**src/rtl/elbeth_writeback_stage.sv**
```systemverilog
// ELBETH RV32I writeback stage: retires MEM-stage instructions, waits for load data,
// aligns/extends it and drives the register file write port.
module elbeth_writeback_stage #(
   parameter int unsigned TIMEOUT   = 16,
   parameter int unsigned CNT_WIDTH = 32
) (
   input  logic                 clk,
   input  logic                 rst,
   input  logic                 mem_valid,
   output logic                 mem_ready,
   input  logic [4:0]           mem_rd_addr,
   input  logic                 mem_rd_we,
   input  logic                 mem_is_load,
   input  logic [2:0]           mem_funct3,
   input  logic [31:0]          mem_alu_result,
   input  logic                 dmem_rsp_valid,
   input  logic [31:0]          dmem_rsp_data,
   output logic [4:0]           rd_addr,
   output logic [31:0]          rd_data,
   output logic                 ctrl_w_enable,
   output logic                 wb_load_fault,
   output logic                 wb_bus_error,
   output logic [CNT_WIDTH-1:0] wb_instret
);

   typedef enum logic {S_ACCEPT, S_WAIT} state_t;

   localparam int unsigned TW = (TIMEOUT > 1) ? $clog2(TIMEOUT + 1) : 1;
   localparam logic [TW-1:0] LAST_WAIT = TW'((TIMEOUT == 0) ? 0 : TIMEOUT - 1);

   state_t        state;
   logic [TW-1:0] wait_cnt;
   logic [4:0]    ld_rd;
   logic          ld_we;
   logic [2:0]    ld_funct3;
   logic [1:0]    ld_off;
   logic          load_fault;
   logic          timeout_hit;

   function automatic logic [31:0] align_load(input logic [2:0]  f3,
                                              input logic [1:0]  off,
                                              input logic [31:0] d);
      logic [7:0]  b;
      logic [15:0] h;
      b = d[8*off +: 8];
      h = d[16*off[1] +: 16];
      case (f3)
         3'b000:  align_load = {{24{b[7]}}, b};
         3'b001:  align_load = {{16{h[15]}}, h};
         3'b100:  align_load = {24'd0, b};
         3'b101:  align_load = {16'd0, h};
         default: align_load = d;
      endcase
   endfunction

   assign mem_ready = (state == S_ACCEPT);

   // Illegal funct3 encodings or a halfword/word access that is not naturally aligned.
   always_comb begin
      load_fault = 1'b0;
      case (mem_funct3)
         3'b011, 3'b110, 3'b111: load_fault = 1'b1;
         3'b001, 3'b101:         load_fault = mem_alu_result[0];
         3'b010:                 load_fault = |mem_alu_result[1:0];
         default:                load_fault = 1'b0;
      endcase
   end

   assign timeout_hit = (TIMEOUT != 0) && (wait_cnt == LAST_WAIT);

   always_ff @(posedge clk) begin
      if (rst) begin
         state         <= S_ACCEPT;
         wait_cnt      <= '0;
         ld_rd         <= '0;
         ld_we         <= 1'b0;
         ld_funct3     <= '0;
         ld_off        <= '0;
         rd_addr       <= '0;
         rd_data       <= '0;
         ctrl_w_enable <= 1'b0;
         wb_load_fault <= 1'b0;
         wb_bus_error  <= 1'b0;
         wb_instret    <= '0;
      end else begin
         // NOTE: non-blocking throughout; these pulse defaults are overridden below on events.
         ctrl_w_enable <= 1'b0;
         wb_load_fault <= 1'b0;
         case (state)
            S_ACCEPT: begin
               if (mem_valid) begin
                  if (!mem_is_load) begin
                     rd_addr       <= mem_rd_addr;
                     rd_data       <= mem_alu_result;
                     ctrl_w_enable <= mem_rd_we & (|mem_rd_addr);
                     wb_instret    <= wb_instret + 1'b1;
                  end else if (load_fault) begin
                     wb_load_fault <= 1'b1;
                  end else begin
                     ld_rd     <= mem_rd_addr;
                     ld_we     <= mem_rd_we;
                     ld_funct3 <= mem_funct3;
                     ld_off    <= mem_alu_result[1:0];
                     wait_cnt  <= '0;
                     state     <= S_WAIT;
                  end
               end
            end
            S_WAIT: begin
               // A response on the final wait edge takes priority over the timeout.
               if (dmem_rsp_valid) begin
                  rd_addr       <= ld_rd;
                  rd_data       <= align_load(ld_funct3, ld_off, dmem_rsp_data);
                  ctrl_w_enable <= ld_we & (|ld_rd);
                  wb_instret    <= wb_instret + 1'b1;
                  state         <= S_ACCEPT;
               end else if (timeout_hit) begin
                  wb_bus_error <= 1'b1;
                  state        <= S_ACCEPT;
               end else begin
                  wait_cnt <= wait_cnt + 1'b1;
               end
            end
            default: state <= S_ACCEPT;
         endcase
      end
   end

endmodule

```
**config.mk**
```make
export PLATFORM = sky130hd
export DESIGN_NAME = elbeth_writeback_stage
export DESIGN_NICKNAME = d
export VERILOG_FILES = /design/src/rtl/elbeth_writeback_stage.sv
export SDC_FILE = /design/constraint.sdc
export NUM_CORES = 1
export LEC_CHECK = 0
export BUFFER_PORTS_ARGS = -buffer_cell sky130_fd_sc_hd__buf_2
export CAP_MARGIN = 10
export CORE_UTILIZATION = 30
export CTS_BUF_LIST = sky130_fd_sc_hd__clkbuf_4
export DETAILED_ROUTE_END_ITERATION = 16
export HOLD_SLACK_MARGIN = 0.12
export PLACE_DENSITY = 0.59
export SETUP_SLACK_MARGIN = 0.4
export SYNTH_ARGS = -nofsm -noshare
export SYNTH_HDL_FRONTEND = slang
export SYNTH_SLANG_ARGS = --single-unit
```
**constraint.sdc**
```tcl
create_clock -name clk -period 2.2 [get_ports clk]
set_clock_uncertainty 0.2 [all_clocks]
set_input_delay 0.44 -clock clk [delete_from_list [all_inputs] [get_ports clk]]
set_output_delay 0.44 -clock clk [all_outputs]
set_load 0.01 [all_outputs]
```
==> summary.txt, run 1 <==
Floorplan
  – Initial Util: 30.9%
  – Full die area: around 17000 um2
  – # rows: 46
  – Core Area: 16000 um2
  – Die height: 130 um
  – IO Pins: 151
  – Die Wd: 130 um

Timing
  – Hold slack: 0.150 ns
  – Setup tns final: 0 ns
  – Min Tclk post-route: 1.95 ns
  – Fmax: 0.512 GHz
  – Worst setup margin: 0.245 ns
  – Worst Tran Pin Value: ~0.65 ns
  – Tcrit/Tclk final: 88.8%
  – Max Slew Vio Count: 0
  – Final hold vios: 0
  – RSZ-0062 raised after global routing: true
  – Slew headroom: 56.2%
  – Setup violators final: 0

Global routing
  – Congestion Overflow GR: 0
  – Total Routing Usage GR: roughly 23%
  – Pin count of the biggest net entering global routing: 31
  – First-pass GRT wire length: 29.6 mm
  – Antenna violations before repair: 1
  – Vias in the first global route: about 5.5k

Clock tree
  – Root Driver: clkbuf_4
  – Clk slew on worst S/H paths: 0.14 ns
  – Num CTS Buffers: 9
  – CTS max path bufs: 2
  – CTS tree: built
  – Clk sinks: just under 90
  – Clock latency at the later pin of the worst-skew pair: 0.48 ns
  – H-tree depth: 3

Drt
  – Via Count: between 5k and 6k
  – Via density: 5.46
  – 1st-pass router iterations: 5
  – Drt wl/cell: 18.2 um
  – Drt drc: 0
  – ANT nets after route: 0
  – DRT Wirelength: 20.0 mm
  – Drt initial violations: 364

Setup path
  – Worst setup startpoint: state
  – Worst flop-to-flop path endpoint: wb_instret[9]
  – Worst setup EP type: flip-flop
  – Critical path arrival: 2.17 ns
  – Worst Path Required: around 2.4 ns
  – RR Startpoint: state
  – CP Capture Point: wb_instret[9]
  – R2R Setup Slk: 0.25 ns
  – Worst Path Class, Setup: reg -> reg
  – CP Max Fanout: 6
  – Startpoint types: flip-flop
  – Reg2Reg Depth: 5

Synthesis
  – Top cells by count, synth: 89 x dfxtp_1, 52 x nor2_1, 44 x a21oi_1, 37 x clkbuf_1, 35 x nand2_1
  – Sequential element share of the synthesized area: 36.0%
  – Synth area leaders: dfxtp_1 36%, mux2i_1 5.7%, a21oi_1 4.5%
  – Post-synth cell types: 56
  – Syn_area_per_cell: 8.13 um2
  – Cells after Synth: 608
  – Net count after synthesis: around 690
  – Post-synth EDFFs: 0
  – Post-synth top area share: 36.0%
  – Yosys reg bits: 89
  – Top_reg_cell synth: dfxtp_1
  – Mapped Area: approximately 4900 um2
  – Biggest area consumer among synthesized cells: dfxtp_1
  – Ys async rst share: 0%
  – Top-count cell post-synth: dfxtp_1
  – YS warnings: 0

Place
  – Pre-CTS setup slack: 0.0471 ns
  – Placed insts: a little under 1k
  – Final HPWL DP: 12.4 mm
  – Routability cong.: a little over 0.8
  – Number of I/O port buffers: 150

Power and ir drop
  – Peak supply drop: 0.281 mV
  – Leak: 3.33 nW
  – Pwr Density: 412 nW/um2

Final layout
  – Filler Cell Count: 1507
  – Nets: roughly 960
  – Final non-filler cell total: 1097
  – Share of cells above drive strength 1: 46.0%
  – Synthesis-to-layout area growth: 71.8%

Status
  – Status: complete, no violations

Flow run
  – Max Cap Violations: 0

Hold path
  – Type of the most critical hold path: in -> reg
## layout make-up
| cell class | count | area, um2 | area share [%] |
|---|---|---|---|
| multi-input cells | 444 | 3740 | 44.0 |
| clock inverters | 7 | 43.8 | 0.516 |
| inverters | 27 | 128 | 1.50 |
| flip-flops and latches | 89 | 1840 | 21.7 |
| diodes | 2 | 5.00 | 0.0589 |
| repair buffers | 302 | 2390 | 28.1 |
| clock buffers | 9 | 67.6 | 0.795 |
| repair inverters | 1 | 11.3 | 0.133 |
| well taps | 216 | 270 | 3.18 |
## registers in the layout, summed over array words and instances, names as in the netlist
signal         flops
wb_load_fault      1
rd_data           32
ctrl_w_enable      1
wb_instret        32
ld_funct3          3
wb_bus_error       1
ld_rd              5
ld_we              1
wait_cnt           5
rd_addr            5
state              1
ld_off             2
## how the worst min path moves through the flow
stage	startpoint	to	slack (ns)	cells past startpoint
finish	mem_alu_result[30]	rd_data[30]	0.15	3
floorplan	wait_cnt[3]	wait_cnt[3]	0.25	2
detailed placement	rd_data[17]	rd_data[17]	0.24	2
global route	mem_is_load	wb_load_fault	0.14	3
CTS	dmem_rsp_data[30]	rd_data[30]	0.12	3
global placement	rd_data[17]	rd_data[17]	0.25	2
## logic make-up (layout without fill, tap and decap cells)
logic type,after synthesis,in the layout,share of synthesized area [%]
XOR/XNOR,10,10,1.77
adder cells (fa/ha/maj),3,3,0.759
AO/OA/AOI/OAI,196,196,26.4
buffers and inverters,76,346,5.90
multiplexers,29,29,6.13
flip-flops,89,89,36.0
AND/OR/NAND/NOR,205,206,23.0
other,0,2,0
## power breakdown
part,switching (mW),internal (mW)
clock,0.628,0.231
combinational,0.463,0.456
sequential,0.0525,1.67
## per-stage QoR
step | power, mW | utilization [%] | cell area (um2)
6_report | 3.50 | 53.1 | 8490
5_1_grt | 3.66 | 53.1 | 8490
4_1_cts | 3.34 | 47.8 | 7650
3_5_place_dp | 2.33 | 39.6 | 6330
3_3_place_gp | 2.33 | 39.6 | 6330
2_1_floorplan | 2.06 | - | 5210
## cell usage in the layout (no fill, tap or decap), types with 7 or more instances in the layout
cell type	count
or4_1	9
nor2_1	42
and3_4	8
o21ai_2	10
dfxtp_1	61
clkbuf_4	9
nand3_1	15
dlygate4sd3_1	58
or3_1	8
a211oi_2	9
inv_1	24
o31ai_1	13
buf_12	12
buf_4	58
a31oi_1	7
dfxtp_4	11
xnor2_1	9
nand4b_1	8
a2111oi_4	7
a21oi_1	38
a221oi_2	7
o21ai_1	18
o211ai_1	10
and3_1	12
dfxtp_2	17
buf_2	143
nand4_1	10
o22ai_1	14
nand2_1	30
mux2i_1	25
buf_6	26
nand3b_1	10
## what timing repair did
item,CTS,global route
setup buffers,26,19
hold buffers,56,2
cloned,3,4
pin swaps,21,37
resized for setup,81,105
setup endpoints to repair,74,92
endpoints found under the hold margin,56,2
## layer usage
metal	part of all wire [%]	wire [um]	track usage [%]
met5	0.065	13	0
met4	2.7	537	8.65
met3	5.6	1110	4.39
met2	47	9500	36.3
met1	44	8840	29.8
## critical path: stages, from the launching register on
cell and delay (ns):
dfxtp_4 0.40, or3b_4 0.42, buf_12 0.16, a211o_1 0.27, or3_1 0.32, a21oi_1 0.12
Power figures use the tool's default switching activity.
==> run 2: changes to the inputs <==
GPL_ROUTABILITY_DRIVEN = 0   (was default)
PLACE_DENSITY = default   (was 0.59)
PLACE_DENSITY_LB_ADDON = 0.12   (was default)
==> run 2 against run 1 <==
Design area shrank 4.4%. Utilization shrank 2.3 points. Sequential power is essentially flat. Combinational power shrank 7.1%. Worst setup slack lost 0.048 ns. Largest power group unchanged. Register-to-register slack lost 0.05 ns. Sequential share of layout area grew 1.1 points. Final cell count shrank 1.1%. Non-clock buffer count shrank 14.
==> summary.txt, run 2 (synthesis gave the netlist of run 1 again) <==
Setup path
  – Startpoint types: flip-flop
  – Worst flop-to-flop path endpoint: wb_instret[23]
  – CP Max Fanout: 8
  – Worst Path Required: 2.42 ns
  – WP buf/inv: 1
  – Worst setup EP type: flip-flop
  – R2R Setup Slk: slightly below 0.2 ns
  – RR Startpoint: wb_instret[14]
  – Reg2Reg Depth: 5
  – Worst-path cell chain: nand4_1, buf_6, or4_4, or4_1, a21oi_1
  – Crit path max-delay family: simple AND/OR/NAND/NOR gates
  – Critical path arrival: ~2.2 ns
  – Worst Path Class, Setup: reg -> reg
  – Slowest stage delay, CP: 0.58 ns
  – Critical path's slowest cell: or4_4

Clock tree
  – Root Driver: clkbuf_4
  – CTS tree: built
  – Clk slew on worst S/H paths: 0.16 ns
  – H-tree depth: 3
  – Num CTS Buffers: 9
  – CTS max path bufs: 2
  – Clk sinks: 89
  – Clock latency at the later pin of the worst-skew pair: 0.48 ns

Flow run
  – Max Cap Violations: 0

Final layout
  – Seq. cell area: 1850 um2
  – Area of the multi-input gates: 3460 um2
  – Biggest regs: rd_data x32, wb_instret x32
  – Filler Cell Count: 1549
  – Most common cell after layout, fill and taps aside: buf_2
  – Synthesis-to-layout area growth: 64.2%
  – Share of cells above drive strength 1: 42.3%
  – Most frequent cells in the layout: 141 x buf_2, 62 x dfxtp_1, 57 x dlygate4sd3_1
  – Nets: 941

Place
  – Number of I/O port buffers: 150
  – Final HPWL DP: 13.0 mm
  – Pre-CTS setup slack: 0.0296 ns

Drt
  – Via density: around 5.4
  – DRT Wirelength: between 15 and 20 mm
  – Drt wl/cell: approximately 18 um
  – Drt initial violations: 315
  – Via Count: 5887
  – ANT nets after route: 0
  – Drt drc: 0
  – 1st-pass router iterations: 4

Hold path
  – Type of the most critical hold path: in -> reg
  – Hold Path Sink: rd_data[8]
  – Hold_sp: mem_alu_result[8]
  – Hold Path Depth: 3

Timing
  – Worst setup margin: 0.197 ns
  – Worst Tran Pin Value: 0.593 ns
  – Setup violators final: 0
  – Tcrit/Tclk final: 91.0%
  – Hold slack: 0.166 ns
  – Fmax: between 0.4 and 0.5 GHz
  – Min Tclk post-route: ~2.0 ns
  – Final hold vios: 0
  – Slew headroom: between 60% and 70%
  – RSZ-0062 raised after global routing: true
  – Setup tns final: 0 ns
  – Max Slew Vio Count: 0

Global routing
  – Total Routing Usage GR: 22.7%
  – Vias in the first global route: between 5k and 6k
  – Congestion Overflow GR: 0
  – First-pass GRT wire length: 29.8 mm
  – Antenna violations before repair: 4
  – Pin count of the biggest net entering global routing: 68

Power and ir drop
  – Pwr Density: 424 nW/um2
  – Final Total Pwr: 3.44 mW
  – Peak supply drop: 0.297 mV
  – Leak: between 3 and 4 nW

Floorplan
  – Die height: 130 um
  – IO Pins: 151
  – Die Wd: about 130 um
  – # rows: 46
  – Full die area: 17000 um2
  – Core Area: around 16000 um2
  – Initial Util: roughly 30%

Status
  – Status: complete, no violations
## run 2: worst max path at each step
stage	start	depth (start not counted)	end
after floorplan	wb_instret[10]	5	wb_instret[23]
after global placement	mem_is_load	6	rd_data[21]
after detailed placement	mem_is_load	6	rd_data[20]
after CTS	wb_instret[16]	5	wb_instret[23]
after global routing	wb_instret[16]	5	wb_instret[23]
final	wb_instret[14]	5	wb_instret[23]
## run 2: what timing repair did
item / CTS / global route
buffers inserted: 24 / 15
hold buffers: 57 / 0
hold endpoints to repair: 44 / 0
gates resized for setup: 72 / 72
setup endpoints to repair: 76 / 77
cloned: 2 / 5
pin swaps: 21 / 26
## run 2: through the flow
step                      std cells  area (um2)  utilization, %
after global placement          962        6300            39.4
after floorplan                 608        5210               -
after CTS                      1061        7510            47.0
final                          1085        8120            50.7
after global routing           1084        8120            50.7
after detailed placement        962        6300            39.4
## run 2: area by class of cell
type                            instances  share of cell area (%)
Multi-Input combinational cell        444                    42.7
Timing Repair inverter                  1                   0.139
Inverter                               27                    1.57
Sequential cell                        89                    22.8
Tap cell                              216                    3.33
Clock buffer                           11                    1.02
Timing Repair Buffer                  288                    27.9
Clock inverter                          5                   0.385
Antenna cell                            4                   0.123
## run 2: worst min-delay path, stage by stage
cell	delay [ns]
buf_2	0.12
o221ai_1	0.17
a211oi_1	0.07
## run 2: power breakdown
part | switching, mW | total [mW] | internal (mW)
clock | 0.621 | 0.879 | 0.258
combinational | 0.425 | 0.854 | 0.429
sequential | 0.0488 | 1.71 | 1.66
total | 1.10 | 3.44 | 2.35
## run 2: metal layers
layer	vias to the layer above	GRT usage [%]	wire length (um)	part of all wire, %
met5	-	0	0	0
met1	2844	30.3	9120	46
met4	0	8.45	388	2.0
li1	2837	-	-	-
met3	32	4.67	1140	5.8
met2	174	36.0	9240	46
==> run 3: changes to the inputs <==
--- a/constraint.sdc
+++ b/constraint.sdc
@@ -4,2 +4,2 @@
 set_output_delay 0.44 -clock clk [all_outputs]
-set_load 0.01 [all_outputs]
+set_load 0.1 [all_outputs]
==> run 3 against run 2 <==
Total power grew 24%. Final cell count grew 0.83%. First-iteration DRC count rose by 41%. Via count grew 3.2%. Clock power increased by 39%. Register-to-register slack about the same. Clock-buffer cell count decreased by 1. Sequential power about the same. Design area up 11%. Flip-flop and latch count stayed put. Critical path type unchanged.
==> summary.txt, run 3 (synthesis gave the netlist of run 1 again) <==
Timing
  – Min Tclk post-route: roughly 2.0 ns
  – RSZ-0062 raised after global routing: true
  – Hold slack: 0.115 ns
  – Setup violators final: 0
  – Fmax: 0.497 GHz
  – Worst Tran Pin Value: 0.828 ns
  – Worst setup margin: about 0.19 ns
  – Tcrit/Tclk final: 91.4%
  – Final hold vios: 0
  – Slew headroom: 44.3%
  – Max Slew Vio Count: 0

Setup path
  – Startpoint types: flip-flop
  – Worst setup EP type: flip-flop
  – Reg2Reg Depth: 4
  – CP Max Fanout: 8
  – Critical path arrival: 2.23 ns
  – Worst Path Class, Setup: reg -> reg
  – Worst Path Required: 2.42 ns

Drt
  – Drt drc: 0
  – Via density: 5.55
  – 1st-pass router iterations: 5
  – Via Count: slightly above 6k
  – DRT Wirelength: 20.9 mm
  – ANT nets after route: 0
  – Drt initial violations: 445
  – Drt wl/cell: ~19 um

Floorplan
  – Full die area: 17000 um2
  – Die Wd: 130 um
  – IO Pins: between 150 and 200
  – Initial Util: about 30%
  – # rows: 46
  – Die height: between 100 and 150 um
  – Core Area: 16000 um2

Hold path
  – Hold Path Depth: 3
  – Type of the most critical hold path: in -> reg

Clock tree
  – Root Driver: clkbuf_4
  – H-tree depth: 3
  – Clk sinks: 89
  – Clock latency at the later pin of the worst-skew pair: 0.50 ns
  – CTS max path bufs: 2
  – Clk slew on worst S/H paths: 0.15 ns
  – CTS tree: built
  – Num CTS Buffers: 9

Place
  – Placed insts: 963
  – Final HPWL DP: 13.0 mm
  – Pre-CTS setup slack: 0.0464 ns
  – Number of I/O port buffers: 150

Global routing
  – Congestion Overflow GR: 0
  – Antenna violations before repair: 2
  – Vias in the first global route: about 5.7k
  – Pin count of the biggest net entering global routing: 68
  – First-pass GRT wire length: between 30 and 40 mm
  – Total Routing Usage GR: 23.4%

Final layout
  – Biggest regs: rd_data x32, wb_instret x32
  – Share of cells above drive strength 1: 44.8%
  – Nets: 951
  – Most frequent cells in the layout: 79 x buf_2, 58 x buf_4, 56 x dlygate4sd3_1
  – Final non-filler cell total: 1094
  – Most common cell after layout, fill and taps aside: buf_2
  – Synthesis-to-layout area growth: 82.5%
  – Final core utilization: between 50% and 60%

Power and ir drop
  – Pwr Density: 473 nW/um2
  – Final Total Pwr: 4.27 mW
  – Peak supply drop: 0.345 mV
  – Leak: 3.42 nW

Flow run
  – Max Cap Violations: 0

Status
  – Status: complete, no violations
## run 3: power breakdown
group	total [mW]	internal (mW)	switching, mW
clock	1.22	0.584	0.633
sequential	1.72	1.65	0.0664
combinational	1.33	0.518	0.817
## run 3: critical path, cell delays in order, from the launching register on
cell	delay (ns)
dfxtp_4	0.41
nand4_4	0.17
or4_4	0.60
or4_1	0.42
a21oi_1	0.13
## run 3: layout make-up
| type | count | area [um2] |
|---|---|---|
| inverters | 27 | 109 |
| fillers | 1437 | 6980 |
| clock buffers | 10 | 75.1 |
| flip-flops and latches | 89 | 1900 |
| well taps | 216 | 270 |
| clock inverters | 6 | 106 |
| diodes | 3 | 7.51 |
| multi-input cells | 446 | 3540 |
| repair buffers | 297 | 3010 |
## run 3: what timing repair did
action	in CTS	in global routing
hold buffers	55	1
cloned	4	6
buffers inserted	25	21
gates resized for setup	189	129
pin swaps	13	25
setup endpoints to repair	142	130
endpoints found under the hold margin	46	1
## run 3: layer usage
metal / vias to the layer above / routed length (um) / GRT usage (%)
li1: 2862 / - / -
met2: 226 / 9970 / 37.7
met1: 2953 / 9190 / 30.5
met3: 35 / 1300 / 5.41
met4: 0 / 405 / 8.52
met5: - / 0 / 0
## run 3: final timing paths
check / from / to / slack (ns)
max reg2reg: wb_instret[11] / wb_instret[23] / 0.19
min: dmem_rsp_data[24] / rd_data[24] / 0.12
min reg2reg: rd_data[17] / rd_data[17] / 0.28
max: wb_instret[11] / wb_instret[23] / 0.19
## run 3: through the flow
step / area (um2) / TNS [ns]
4_1_cts: 8110 / 0
5_1_grt: 9020 / 0
2_1_floorplan: 5400 / -0.00629
6_report: 9020 / 0
3_3_place_gp: 6460 / 0
3_5_place_dp: 6460 / 0
